--- config.mk ---
export PLATFORM = sky130hd
export DESIGN_NAME = mips_instr_encoder
export DESIGN_NICKNAME = d
export VERILOG_FILES = /design/src/rtl/mips_instr_encoder.sv
export SDC_FILE = /design/constraint.sdc
export NUM_CORES = 1
export LEC_CHECK = 0
export BUFFER_PORTS_ARGS = -buffer_cell sky130_fd_sc_hd__buf_2
export CELL_PAD_IN_SITES_DETAIL_PLACEMENT = 0
export CELL_PAD_IN_SITES_GLOBAL_PLACEMENT = 1
export CORE_ASPECT_RATIO = 1.75
export CORE_MARGIN = 2
export CORE_UTILIZATION = 30
export DETAILED_ROUTE_END_ITERATION = 10
export PLACE_DENSITY_LB_ADDON = 0.3
export SLEW_MARGIN = 20
export SYNTH_ARGS = -nofsm -noshare
export SYNTH_HDL_FRONTEND = slang
export SYNTH_SLANG_ARGS = --single-unit
export TNS_END_PERCENT = 1
--- constraint.sdc ---
create_clock -name clk -period 2.18 [get_ports clk]
set_input_delay 0.436 -clock clk [delete_from_list [all_inputs] [get_ports clk]]
set_output_delay 0.436 -clock clk [all_outputs]
set_load 0.01 [all_outputs]
--- src/rtl/mips_instr_encoder.sv ---
// Symbolic MIPS instruction encoder feeding the imem write port.
// Accepts kind/field requests, encodes them and streams words out with ack handshake.
module mips_instr_encoder #(
    parameter int unsigned         ADDR_W    = 32,
    parameter logic [ADDR_W-1:0]   BASE_ADDR = '0,
    parameter int unsigned         MAX_WORDS = 256
) (
    input  logic              clk,
    input  logic              rst_n,
    input  logic              start,
    input  logic              req_valid,
    output logic              req_ready,
    input  logic [3:0]        req_kind,
    input  logic [4:0]        req_rs,
    input  logic [4:0]        req_rt,
    input  logic [4:0]        req_rd,
    input  logic [15:0]       req_imm,
    input  logic [25:0]       req_target,
    output logic              imem_we,
    output logic [ADDR_W-1:0] imem_addr,
    output logic [31:0]       imem_wdata,
    input  logic              imem_ack,
    output logic              busy,
    output logic              done,
    output logic              err_illegal,
    output logic [8:0]        word_count
);

    typedef enum logic [1:0] {
        S_IDLE,
        S_ACCEPT,
        S_WRITE,
        S_DONE
    } state_t;

    localparam logic [3:0] K_ADD  = 4'd0;
    localparam logic [3:0] K_SUB  = 4'd1;
    localparam logic [3:0] K_AND  = 4'd2;
    localparam logic [3:0] K_OR   = 4'd3;
    localparam logic [3:0] K_SLT  = 4'd4;
    localparam logic [3:0] K_ADDI = 4'd5;
    localparam logic [3:0] K_LW   = 4'd6;
    localparam logic [3:0] K_SW   = 4'd7;
    localparam logic [3:0] K_BEQ  = 4'd8;
    localparam logic [3:0] K_J    = 4'd9;
    localparam logic [3:0] K_END  = 4'd15;

    localparam logic [5:0] OP_R    = 6'b000000;
    localparam logic [5:0] OP_ADDI = 6'b001000;
    localparam logic [5:0] OP_LW   = 6'b100011;
    localparam logic [5:0] OP_SW   = 6'b101011;
    localparam logic [5:0] OP_BEQ  = 6'b000100;
    localparam logic [5:0] OP_J    = 6'b000010;

    localparam logic [5:0] FN_ADD = 6'b100000;
    localparam logic [5:0] FN_SUB = 6'b100010;
    localparam logic [5:0] FN_AND = 6'b100100;
    localparam logic [5:0] FN_OR  = 6'b100101;
    localparam logic [5:0] FN_SLT = 6'b101010;

    localparam logic [8:0] LAST_CNT = 9'(MAX_WORDS);

    state_t      state;
    logic [31:0] enc_word;
    logic        enc_legal;
    logic        enc_end;
    logic        last_word;

    always_comb begin
        enc_word  = '0;
        enc_legal = 1'b1;
        enc_end   = 1'b0;
        unique case (req_kind)
            K_ADD:  enc_word = {OP_R, req_rs, req_rt, req_rd, 5'd0, FN_ADD};
            K_SUB:  enc_word = {OP_R, req_rs, req_rt, req_rd, 5'd0, FN_SUB};
            K_AND:  enc_word = {OP_R, req_rs, req_rt, req_rd, 5'd0, FN_AND};
            K_OR:   enc_word = {OP_R, req_rs, req_rt, req_rd, 5'd0, FN_OR};
            K_SLT:  enc_word = {OP_R, req_rs, req_rt, req_rd, 5'd0, FN_SLT};
            K_ADDI: enc_word = {OP_ADDI, req_rs, req_rt, req_imm};
            K_LW:   enc_word = {OP_LW, req_rs, req_rt, req_imm};
            K_SW:   enc_word = {OP_SW, req_rs, req_rt, req_imm};
            K_BEQ:  enc_word = {OP_BEQ, req_rs, req_rt, req_imm};
            K_J:    enc_word = {OP_J, req_target};
            K_END: begin
                enc_legal = 1'b0;
                enc_end   = 1'b1;
            end
            default: enc_legal = 1'b0;
        endcase
    end

    assign last_word = (word_count + 9'd1) == LAST_CNT;

    // req_ready and busy are registered alongside state so they never glitch
    always_ff @(posedge clk or negedge rst_n) begin
        if (!rst_n) begin
            state       <= S_IDLE;
            req_ready   <= 1'b0;
            busy        <= 1'b0;
            done        <= 1'b0;
            err_illegal <= 1'b0;
            imem_we     <= 1'b0;
            imem_addr   <= BASE_ADDR;
            imem_wdata  <= '0;
            word_count  <= '0;
        end else begin
            unique case (state)
                S_IDLE, S_DONE: begin
                    if (start) begin
                        state       <= S_ACCEPT;
                        req_ready   <= 1'b1;
                        busy        <= 1'b1;
                        done        <= 1'b0;
                        err_illegal <= 1'b0;
                        imem_addr   <= BASE_ADDR;
                        word_count  <= '0;
                    end
                end
                S_ACCEPT: begin
                    if (req_valid) begin
                        if (enc_end) begin
                            state     <= S_DONE;
                            req_ready <= 1'b0;
                            busy      <= 1'b0;
                            done      <= 1'b1;
                        end else if (enc_legal) begin
                            state      <= S_WRITE;
                            req_ready  <= 1'b0;
                            imem_we    <= 1'b1;
                            imem_wdata <= enc_word;
                        end else begin
                            err_illegal <= 1'b1;
                        end
                    end
                end
                S_WRITE: begin
                    if (imem_ack) begin
                        imem_we    <= 1'b0;
                        imem_addr  <= imem_addr + ADDR_W'(4);
                        word_count <= word_count + 9'd1;
                        if (last_word) begin
                            state <= S_DONE;
                            busy  <= 1'b0;
                            done  <= 1'b1;
                        end else begin
                            state     <= S_ACCEPT;
                            req_ready <= 1'b1;
                        end
                    end
                end
                default: state <= S_IDLE;
            endcase
        end
    end

endmodule

Yosys cells after proc, flatten, opt, wreduce, memory -nomap -nowiden
Cells that the tools add are included.
- $add $sub $neg: 2
- multipliers: 0
- divide/modulo/power cells: 0
- order comparisons: 0
- equal/unequal tests: 24
- shift operators: 0
- multiplexer cells: 43
- bitwise operators: 1
- reduce and logical (&&, ||, !) cells: 14
- operators with widths (operator ; number):
    $pmux W32 S10 ; 1
    $mux W32 ; 2
    $pmux W32 S2 ; 1
    $add A32 B3 Y32 const B ; 1
    $mux W1 ; 24
    $reduce_and A5 Y1 ; 4
    $mux W9 ; 2
    $ne A2 B2 Y1 const B ; 9
    $pmux W9 S2 ; 1
    $eq A4 B3 Y1 const B ; 4
    $eq A4 B4 Y1 const B ; 3
    $mux W2 ; 6
    $reduce_or A10 Y1 ; 1
    $add A9 B1 Y9 const B ; 1
    $eq A9 B9 Y1 const B ; 1
    $pmux W1 S3 ; 3
    $eq A4 B2 Y1 const B ; 2
    $reduce_and A4 Y1 ; 2
    $pmux W2 S3 ; 1
    $reduce_bool A2 Y1 ; 3
    $eq A2 B2 Y1 const B ; 2
    $eq A4 B1 Y1 const B ; 1
    $logic_not A4 Y1 ; 1
    $pmux W1 S2 ; 2
    6 further kinds ; 6
- flip-flop bits (word level): 80
- latch bits: 0
- RAM bits: 0
- memory bits (read-only): 0
- input port bits: 66
- output and inout port bits: 78
- logic and storage cells: 93
- memories kept: 0

Depth between registers and ports, before layout
- depth in word-level cells: 7
- mapped depth: 9
- gate-level depth less buffers: 7

Worst setup path after synthesis
Ideal clock, no wire load.
- path kind: reg-to-reg
- start: register state[0]
- end: register imem_addr[31]
- setup time: 0.078 ns
- arrival: 2.014 ns
- data required time: 2.102 ns
- path slack: 0.088 ns
- cell stages (with the launch flop): 8
- period minus slack after synthesis: 2.092 ns
- path through: dfrtp_1 -> inv_1 -> ha_1 -> o211a_1 -> nand4_1 -> or3_1 -> or4_1 -> a21oi_1
- cells in the longest elaborated chain, start to end: 4
- RTL lines (item ; RTL line ; RTL):
    start, declared ; 63 ; state_t state;
    start signal, assigned ; 97 ; state <= S_IDLE;
    start signal, assigned ; 110 ; state <= S_ACCEPT;
    start signal, assigned ; 122 ; state <= S_DONE;
    $eq A2 B2 Y1 / $logic_not A2 Y1 (equally long branches) ; 107 ; unique case (state)
    $reduce_or A2 Y1 ; 107 ;
    $ne A2 B2 Y1 (no source line) / $reduce_bool A2 Y1 (equally long branches) ; n/a ;
    $reduce_and A3 Y1 (no source line) ; n/a ;
    end signal, assigned ; 139 ; imem_addr <= imem_addr + ADDR_W'(4);
    end, declared ; 20 ; output logic [ADDR_W-1:0] imem_addr,
Several ways; a longest one is shown, not always the timed one.
A chain may end at the register's enable or synchronous reset.

Worst setup path after layout
- start: register state[1]
- end: register imem_addr[31]
Same word-level chain as after synthesis.

==> impl_results.md <==
* Die Y at 158 um
* Post-DP HPWL at 9.06 mm
* Sw power at 1.91 mW
* DR pass1 iterations at 4
* Area after DPL at 5050 um^2
* CP required at 2.44 ns
* Drt wl/cell at 15.3 um
* Worst R2R End: imem_addr[31]
* CTS buffer count at 9
* NumNets Final at 667
* Crit path kind: flip-flop to flip-flop
* Maximum VDD drop at 0.000598 V
* # DRC at 0
* Leakage at 2.62 nW
* Setup crit end kind: flip-flop
* N_diodes at 0
* Tcrit/Tclk final at 96.3%
* Post-route ant nets at 0
* Std-Cell Rows at 56
* Vias in the first global route at 3913
* Max-cap viol count at 0
* Met3 Usage GRT at 3.86%
* Primary FF master, synth: dfrtp_1
* Syn Area/Cell at 8.99 um^2
* Hold Path Class: primary input to async pin
* Setup Skew at 0.00741 ns
* Final Max Slew Viols at 0
* Area growth syn-to-layout at 34.3%
* WL final at 11.9 mm
* Final setup fails at 0
* Largest net degree at the start of global routing at 35
* Worst-path clk slew at 0.06 ns
* Share of layout cells above drive strength 1 at 32.7%
* Root Buffer: clkbuf_16
* Final Non-Filler Cells at 776
* Starting Density at 30.4%
* R2r setup slk at 0.08 ns
* Max Buffers Root-to-Sink at 2
* Initial antenna violation count at 0
* CP max FO at 4
* Cts hold-fix bufs at 0
* Int Power at 3.64 mW
* Netlist cell types at 51
* Sequential share of the synthesized area at 47.0%
* CTS tree: done
* Netlist Area Pre-Place at 4050 um^2
* Final instance area at 5430 um^2
* Crit path DAT at 2.36 ns
* Final GP Congestion at 0.799
* PwrDens at 1020 nW/um^2
* Remaining Overflow, GRT at 0
* Final Util at 40.8%
* EDFF count, synth at 0
* Crit path launch: state[1]
* Sequential Power Share at 35.4%
* Startpoint types: flip-flop
* First-pass GRT wire length at 19.2 mm
* Logic pwr share at 34.7%
* I/O pins at 144
* Port-buffer cells at 140
* H-tree depth at 3
* Via/cell ratio at 5.03
* DRT iter0 DRCs at 111
* Met1 global-route usage at 17.9%
* Placed Cells incl. Taps at 759
* Top post-synthesis cells by area: dfrtp_1 (47%), nor2_1 (6.8%), a221oi_1 (4.5%), xnor2_1 (4.3%), nand2_1 (4.1%)
* Full die area at 14500 um^2
* Cell count after synthesis at 450
* Synth Warn # at 0
* Total track usage at 16.6%
* GR Util met2 at 31.5%
* Power Total at 5.55 mW
* Area share of the largest cell type after synthesis at 47.0%
* Register-to-Register Path Depth at 6
* #FFs+latches synth at 76
* RR Startpoint: state[1]
* Core area at 13300 um^2
* Busiest layer in global routing: met2
* Setup TNS at 0 ns
* TritonCTS Sinks at 76
* Clock share of power at 30.0%
* Run status: finished clean
* Async SR Flop Fraction at 100%
* Via count of the routed design at 3904
* Final hold violations at 0
* Largest area contributor in the netlist: dfrtp_1
* Fmax at 476 MHz
* Switching share of power at 34.4%
* Die Span X at 91.8 um
* Fin crit period at 2.10 ns
* Clk_lat worst skew at 0.33 ns
## Yosys cell counts (2+ instances only)
library cell	instances
o21ai_0	28
xor2_1	4
clkbuf_1	26
ha_1	4
o31ai_1	5
o21a_1	5
buf_1	2
or3_1	4
and4_1	4
a22oi_1	6
nand2_1	44
nand4_1	7
or4_1	2
a221oi_1	21
nand2b_1	3
nor3b_1	2
and2_1	2
a21o_1	2
and3b_1	2
xnor2_1	20
dfrtp_1	76
buf_4	4
o32a_1	3
a22o_1	2
and3_1	6
nor4_1	9
mux2_2	4
nor3_1	13
mux2i_1	6
inv_1	13
a21oi_1	16
nor2_1	73
nand3_1	12
nor2b_1	3
## critical path, stage by stage, from the launching register on
cell and delay (ns):
dfrtp_1 0.43, ha_4 0.32, o211a_4 0.18, nand4_1 0.11, or3_4 0.36, or4_4 0.49
a21oi_2 0.14
## cell usage in the layout (no fill, tap or decap), types with 2 or more instances in the layout
cell type | netlist | routed
o31ai_1 | 5 | 5
a22o_1 | 2 | 2
mux2_2 | 4 | 4
inv_1 | 13 | 13
xor2_1 | 4 | 4
o21ai_0 | 28 | 28
nor4_1 | 9 | 9
nand2b_1 | 3 | 2
nor3_1 | 13 | 13
clkbuf_16 | 0 | 9
a21oi_1 | 16 | 15
buf_4 | 4 | 27
and3_1 | 6 | 6
o21a_1 | 5 | 5
or3_1 | 4 | 3
nor3b_1 | 2 | 2
dfrtp_1 | 76 | 76
nand3_1 | 12 | 12
a21o_1 | 2 | 2
nand2_1 | 44 | 44
buf_2 | 1 | 139
clkbuf_8 | 0 | 2
a22oi_1 | 6 | 6
conb_1 | 1 | 3
and4_1 | 4 | 4
xnor2_1 | 20 | 20
nor2b_1 | 3 | 3
mux2i_1 | 6 | 6
nor2_1 | 73 | 73
and2_1 | 2 | 2
o32a_1 | 3 | 3
buf_12 | 0 | 2
ha_1 | 4 | 3
a221oi_1 | 21 | 21
and3b_1 | 2 | 2
nand4_1 | 7 | 7
bufinv_16 | 0 | 2
## kinds of logic (layout without fill, tap and decap cells)
kind of cell | after synthesis | after routing | share of synthesized area [%]
AND/OR/NAND/NOR | 190 | 190 | 22.3
AO/OA/AOI/OAI | 98 | 98 | 16.6
flip-flops | 76 | 76 | 47.0
buffers and inverters | 47 | 197 | 4.95
XOR/XNOR | 24 | 24 | 5.19
multiplexers | 10 | 10 | 2.60
adder cells (fa/ha/maj) | 4 | 4 | 1.24
other | 1 | 3 | 0.0927
## how the worst max path moves through the flow
| stage | end | slack, ns |
|---|---|---|
| global placement | imem_addr[31] | 0.14 |
| floorplan | imem_addr[31] | 0.09 |
| finish | imem_addr[31] | 0.08 |
| global route | imem_addr[31] | -0.0005 |
| detailed placement | imem_addr[31] | 0.06 |
| CTS | imem_addr[31] | 0.03 |
## power by group through the flow
| stage | Combinational, mW | Sequential [mW] | Clock, mW |
|---|---|---|---|
| after global routing | 2.17 | 2.01 | 1.77 |
| after detailed placement | 1.90 | 1.98 | 0 |
| after floorplan | 0.912 | 2.12 | 0 |
| after global placement | 1.87 | 1.96 | 0 |
| final | 1.93 | 1.96 | 1.66 |
| after CTS | 1.90 | 1.97 | 1.72 |
## layer usage
layer	vias to the layer above	routed length (um)
met4	0	156
met5	-	0
li1	1885	-
met1	1886	4610
met3	8	682
met2	125	6460
## layout make-up
cell class	count	area (um^2)
Clock inverter	5	82.6
Clock buffer	11	253
Fill cell	1410	7880
Sequential cell	76	1900
Inverter	13	48.8
Tap cell	174	218
Multi-Input combinational cell	329	1990
Timing Repair Buffer	168	938
## per-stage QoR
step | hold slack [ns] | setup slack (ns)
after CTS | 0.0743 | 0.0347
after floorplan | 0.140 | 0.0877
after detailed placement | 0.431 | 0.0565
after global placement | 0.424 | 0.138
after global routing | 0.0905 | -0.000459
final | 0.0574 | 0.0797
## flip-flops by register name, indices dropped and copies added (netlist names)
register	cells
imem_we	1
imem_addr	30
err_illegal	1
req_ready	1
word_count	9
busy	1
imem_wdata	30
done	1
state	2
## repair_timing
item | 4_1_cts | 5_1_grt
setup endpoints to repair | 0 | 2
resized for setup | 0 | 6
buffers inserted | 0 | 1
No activity file was read; power rests on OpenSTA's default activity.
